**src/rtl/divider_unit.sv**
```systemverilog
// Iterative radix-2 restoring divider for RV32M DIV/DIVU/REM/REMU with start/busy/done handshake.
// Optional macro DIVIDER_FAST_SPECIAL_EN: B==0, signed overflow and A==0 bypass the iteration loop.
module divider_unit #(
  parameter int unsigned XLEN = 32
) (
  input  logic            CLK_0,
  input  logic            RST_0,
  input  logic            START_0,
  input  logic [1:0]      OP_0,
  input  logic [XLEN-1:0] A_0,
  input  logic [XLEN-1:0] B_0,
  input  logic            ABORT_0,
  output logic            BUSY_0,
  output logic            DONE_0,
  output logic [XLEN-1:0] RESULT_0
);

  localparam int unsigned CW = $clog2(XLEN) + 1;

  typedef enum logic [1:0] {S_IDLE, S_CALC, S_FIX, S_DONE} state_e;

  state_e          state_q, state_d;
  logic [CW-1:0]   cnt_q, cnt_d;
  logic [XLEN-1:0] rem_q, rem_d;
  logic [XLEN-1:0] quo_q, quo_d;
  logic [XLEN-1:0] dvs_q, dvs_d;
  logic [1:0]      op_q, op_d;
  logic            qneg_q, qneg_d;
  logic            rneg_q, rneg_d;
  logic            busy_q, busy_d;
  logic            done_q, done_d;
  logic [XLEN-1:0] result_q, result_d;

  logic            is_signed;
  logic [XLEN-1:0] a_abs, b_abs;
  logic [XLEN:0]   trial;

  always_comb begin
    is_signed = ~OP_0[0];
    a_abs     = (is_signed && A_0[XLEN-1]) ? (XLEN'(0) - A_0) : A_0;
    b_abs     = (is_signed && B_0[XLEN-1]) ? (XLEN'(0) - B_0) : B_0;
    // Shifted partial remainder minus divisor; MSB set means the subtraction underflowed
    trial     = {rem_q, quo_q[XLEN-1]} - {1'b0, dvs_q};
  end

  always_comb begin
    state_d  = state_q;
    cnt_d    = cnt_q;
    rem_d    = rem_q;
    quo_d    = quo_q;
    dvs_d    = dvs_q;
    op_d     = op_q;
    qneg_d   = qneg_q;
    rneg_d   = rneg_q;
    result_d = result_q;
    busy_d   = 1'b0;
    done_d   = 1'b0;

    if (ABORT_0) begin
      state_d = S_IDLE;
    end else begin
      case (state_q)
        S_IDLE, S_DONE: begin
          if (START_0) begin
            state_d = S_CALC;
            busy_d  = 1'b1;
            op_d    = OP_0;
            dvs_d   = b_abs;
            quo_d   = a_abs;
            rem_d   = '0;
            cnt_d   = CW'(XLEN);
            qneg_d  = is_signed & (A_0[XLEN-1] ^ B_0[XLEN-1]) & (B_0 != '0);
            rneg_d  = is_signed & A_0[XLEN-1];
`ifdef DIVIDER_FAST_SPECIAL_EN
            // Preload the final unsigned quotient/remainder so FIX applies the usual sign fixup
            if (B_0 == '0) begin
              state_d = S_FIX;
              quo_d   = '1;
              rem_d   = a_abs;
            end else if (is_signed && (A_0 == {1'b1, {(XLEN-1){1'b0}}}) && (B_0 == '1)) begin
              state_d = S_FIX;
              quo_d   = a_abs;
              rem_d   = '0;
            end else if (A_0 == '0) begin
              state_d = S_FIX;
              quo_d   = '0;
              rem_d   = '0;
            end
`endif
          end else begin
            state_d = S_IDLE;
          end
        end
        S_CALC: begin
          busy_d = 1'b1;
          rem_d  = trial[XLEN] ? {rem_q[XLEN-2:0], quo_q[XLEN-1]} : trial[XLEN-1:0];
          quo_d  = {quo_q[XLEN-2:0], ~trial[XLEN]};
          cnt_d  = cnt_q - CW'(1);
          if (cnt_q == CW'(1)) begin
            state_d = S_FIX;
          end
        end
        S_FIX: begin
          state_d = S_DONE;
          done_d  = 1'b1;
          if (op_q[1]) begin
            result_d = rneg_q ? (XLEN'(0) - rem_q) : rem_q;
          end else begin
            result_d = qneg_q ? (XLEN'(0) - quo_q) : quo_q;
          end
        end
        default: state_d = S_IDLE;
      endcase
    end
  end

  always_ff @(posedge CLK_0) begin
    if (RST_0) begin
      state_q  <= S_IDLE;
      cnt_q    <= '0;
      rem_q    <= '0;
      quo_q    <= '0;
      dvs_q    <= '0;
      op_q     <= '0;
      qneg_q   <= 1'b0;
      rneg_q   <= 1'b0;
      busy_q   <= 1'b0;
      done_q   <= 1'b0;
      result_q <= '0;
    end else begin
      state_q  <= state_d;
      cnt_q    <= cnt_d;
      rem_q    <= rem_d;
      quo_q    <= quo_d;
      dvs_q    <= dvs_d;
      op_q     <= op_d;
      qneg_q   <= qneg_d;
      rneg_q   <= rneg_d;
      busy_q   <= busy_d;
      done_q   <= done_d;
      result_q <= result_d;
    end
  end

  assign BUSY_0   = busy_q;
  assign DONE_0   = done_q;
  assign RESULT_0 = result_q;

endmodule

```
**config.mk**
```make
export PLATFORM = sky130hd
export DESIGN_NAME = divider_unit
export DESIGN_NICKNAME = d
export VERILOG_FILES = /design/src/rtl/divider_unit.sv
export SDC_FILE = /design/constraint.sdc
export NUM_CORES = 1
export LEC_CHECK = 0
export CELL_PAD_IN_SITES_DETAIL_PLACEMENT = 1
export CELL_PAD_IN_SITES_GLOBAL_PLACEMENT = 1
export CORE_MARGIN = 2
export CORE_UTILIZATION = 40
export CTS_BUF_LIST = sky130_fd_sc_hd__clkbuf_8
export CTS_CLUSTER_DIAMETER = 150
export DETAILED_ROUTE_END_ITERATION = 8
export PLACE_DENSITY = 0.77
export SKIP_CTS_REPAIR_TIMING = 1
export SLEW_MARGIN = 0
export SYNTH_ARGS = -nofsm -noshare
export SYNTH_HDL_FRONTEND = slang
export SYNTH_SLANG_ARGS = --single-unit
```
**constraint.sdc**
```tcl
create_clock -name CLK_0 -period 5.3 [get_ports CLK_0]
set_input_delay 1.06 -clock CLK_0 [delete_from_list [all_inputs] [get_ports CLK_0]]
set_output_delay 1.06 -clock CLK_0 [all_outputs]
set_load 0.005 [all_outputs]
```
==> flow_metrics.env <==
export IMPL_run_status="finished with violations"
export IMPL_violations="DRC"
export IMPL_leakage_nw=4.36
export IMPL_synth_area_per_cell_um2=7.40
export IMPL_fp_dieArea_um2=26700
export IMPL_num_antenna_cells=0
export IMPL_layout_setup_ws_ns=1.48
export IMPL_synth_edf_count=0
export IMPL_die_y_um=164
export IMPL_grt_pass1_wl_um=53000
export IMPL_p_sw_uw=934
export IMPL_tns_ns=0
export IMPL_cts_buffer_depth=2
export IMPL_path_cells="inv_1 -> ha_1 -> fa_1 -> nand2b_1 -> a21oi_1 -> o21bai_1 -> a21oi_1 -> a21oi_1 -> mux2i_1 -> nand2_2 -> o311ai_0 -> o211ai_1"
export IMPL_worstMarginPinSlew_ns=1.11
export IMPL_viasPerCell=5.67
export IMPL_clock_latency_ns=0.48
export IMPL_gr_total_overflow=0
export IMPL_skew_ns=0.0202
export IMPL_synth_distinct_cells=66
export IMPL_hpwlAfterDp_um=25600
export IMPL_fill_cells=3180
export IMPL_io_buffers=103
export IMPL_place_ws_ns=1.24
export IMPL_cts_tree="yes"
export IMPL_final_max_slew_viol_count=0
export IMPL_drt_initial_drc_count=565
export IMPL_worstSetupStartpointType="register"
export IMPL_min_period_over_period_pct=72.1
export IMPL_ys_seq_area_share_pct=27.7
export IMPL_p_int_mw=1.87
export IMPL_grt_pass1_vias=9827
export IMPL_syn_area_um2=10200
export IMPL_clkSlewWorstSetupHoldPaths_ns=0.08
export IMPL_syn_inst=1376
export IMPL_hp_class="reg2reg"
export IMPL_worst_ep_required_time_ns=5.67
export IMPL_cap_violations=0
export IMPL_synth_warning_count=0
export IMPL_ios=104
export IMPL_gp_congestion=0.893
export IMPL_critical_path_class="reg2reg"
export IMPL_wirelength_um=33000
export IMPL_wl_per_cell_um=18.6
export IMPL_core_region_area_um2=25100
export IMPL_power_density_nw_per_um2=236
export IMPL_end_kind="register"
export IMPL_post_synth_top_count_cell="nand2_1"
export IMPL_worstPathMaxFanout=38
export IMPL_power_frac_comb_pct=24.0
export IMPL_initial_core_util_pct=40.6
export IMPL_final_setup_viol_count=0
export IMPL_htreeDepth=4
export IMPL_grt_max_degree=65
export IMPL_critPathMaxStageDelay_ns=0.77
export IMPL_synth_top_area_share_pct=27.7
export IMPL_synth_ff_type="dfxtp_1"
export IMPL_final_hold_viol_count=0
export IMPL_cts_root_buf="clkbuf_8"
export IMPL_drive_gt1_share_pct=4.71
export IMPL_worst_path_max_delay_cell="nand2_2"
export IMPL_yosys_area_top_type="dfxtp_1"
export IMPL_relSlewSlack_pct=25.7
export IMPL_fin_crit_ns=3.82
export IMPL_dr_total_vias=10100
export IMPL_p_clk_share_pct=34.7
export IMPL_synth_common_cells="nand2_1 (216), dfxtp_1 (141), a21oi_1 (115)"
export IMPL_synthArstFlopShare_pct=0
export IMPL_antenna_found_initial=0
export IMPL_syn_to_final_growth_pct=16.7
export IMPL_nets=1542
export IMPL_die_w_um=164
export IMPL_swShare_pct=33.3
export IMPL_arrival_ns=4.19
export IMPL_num_rows=58
export IMPL_cts_sinks=141
export IMPL_synth_area_leaders="dfxtp_1 (28%), nand2_1 (8.0%), xnor2_1 (6.2%)"
export IMPL_syn_nets=1487
export IMPL_cpMostUsedCell="a21oi_1"
export IMPL_drt_first_pass_iters=7
export IMPL_ys_ff_latch=141
export IMPL_p_seq_share_pct=41.3
export IMPL_max_vdd_ir_drop_uv=129
export IMPL_cts_made_buffers=17
export IMPL_grt_use_total_pct=25.1
export IMPL_clock_fmax_ghz=0.262
export IMPL_fin_hold_ws_ns=0.455
export IMPL_drtAntennaViolNets=0
export IMPL_rsz0062_at_grt="false"
export IMPL_drcViolationCount=2
## power groups by stage
stage | Combinational (mW) | Clock (mW) | Sequential [mW]
6_report | 0.672 | 0.975 | 1.16
5_1_grt | 0.746 | 1.03 | 1.17
4_1_cts | 0.670 | 0.992 | 1.16
3_5_place_dp | 0.667 | 0 | 1.18
3_3_place_gp | 0.651 | 0 | 1.18
2_1_floorplan | 0.465 | 0 | 1.16
## layer usage
metal	up-vias	share of wire, %	global-route usage, %
met5	-	0	0
met4	0	2.3	7.93
met3	45	4.5	3.58
met2	229	43	37.7
met1	4786	51	36.7
li1	4999	-	-
## cell families after synthesis
family	Yosys count	share of synthesized area, %
AOI/OAI and AO/OA	408	25.1
xor gates and xnor gates	140	12.0
muxes	36	3.55
DFF	141	27.7
and+or+nand+nor	470	21.3
buffers and inverters	140	5.19
adders and majority gates	41	5.11
## registers in the layout, indices dropped and copies added, names as in the netlist
name      cells
quo_q        32
RESULT_0     32
op_q          1
cnt_q         6
dvs_q        32
rneg_q        1
BUSY_0        1
state_q       2
DONE_0        1
rem_q        32
qneg_q        1
## critical path, delay by kind of cell (launching register included)
kind | cells | cell delay (ns)
AND/OR/NAND/NOR | 2 | 0.98
buffers and inverters | 1 | 0.11
AO/OA/AOI/OAI | 6 | 1.41
adder cells (fa/ha/maj) | 2 | 0.62
flip-flops | 1 | 0.42
multiplexers | 1 | 0.15
## cell usage in the layout (no fill, tap or decap), types with 13 or more instances in the layout
cell	n
nand2_1	215
dfxtp_1	140
a21oi_1	115
o21ai_0	113
clkdlybuf4s50_1	102
nor2_1	99
xnor2_1	72
xor2_1	68
inv_1	60
ha_1	39
a211oi_1	38
mux2i_1	35
o31ai_1	26
nor3_1	25
o211ai_1	23
or3_1	20
nand2b_1	18
clkbuf_8	18
o41ai_1	17
a31oi_1	16
or4_1	14
buf_4	14
nor4_1	13
## final cells by class
| cell class | count | area (um^2) | share of cell area (%) |
|---|---|---|---|
| multi-input cells | 1095 | 6860 | 57.8 |
| well taps | 330 | 413 | 3.48 |
| flip-flops and latches | 141 | 2820 | 23.8 |
| inverters | 60 | 225 | 1.90 |
| repair buffers | 116 | 1130 | 9.48 |
| clock inverters | 14 | 180 | 1.52 |
| clock buffers | 18 | 248 | 2.09 |
## final timing paths
kind	from	to	slack, ns	cells past startpoint
worst max-delay path	quo_q[31]$_SDFFE_PP0P_	rem_q[28]$_SDFFE_PP0P_	1.48	12
worst min-delay path	dvs_q[27]$_SDFFE_PP0P_	dvs_q[27]$_SDFFE_PP0P_	0.45	2
worst max register to register	quo_q[31]$_SDFFE_PP0P_	rem_q[28]$_SDFFE_PP0P_	1.48	12
worst min register to register	dvs_q[27]$_SDFFE_PP0P_	dvs_q[27]$_SDFFE_PP0P_	0.45	2
## stage by stage
| step | instances | util [%] | instance area (um^2) | total power, mW |
|---|---|---|---|---|
| finish | 1774 | 47.3 | 11900 | 2.81 |
| global route | 1774 | 47.3 | 11900 | 2.95 |
| CTS | 1774 | 47.3 | 11900 | 2.82 |
| detailed placement | 1742 | 45.6 | 11500 | 1.85 |
| global placement | 1742 | 45.6 | 11500 | 1.83 |
| floorplan | 1376 | - | 10200 | 1.63 |
No activity file was read; power rests on OpenSTA's default activity.
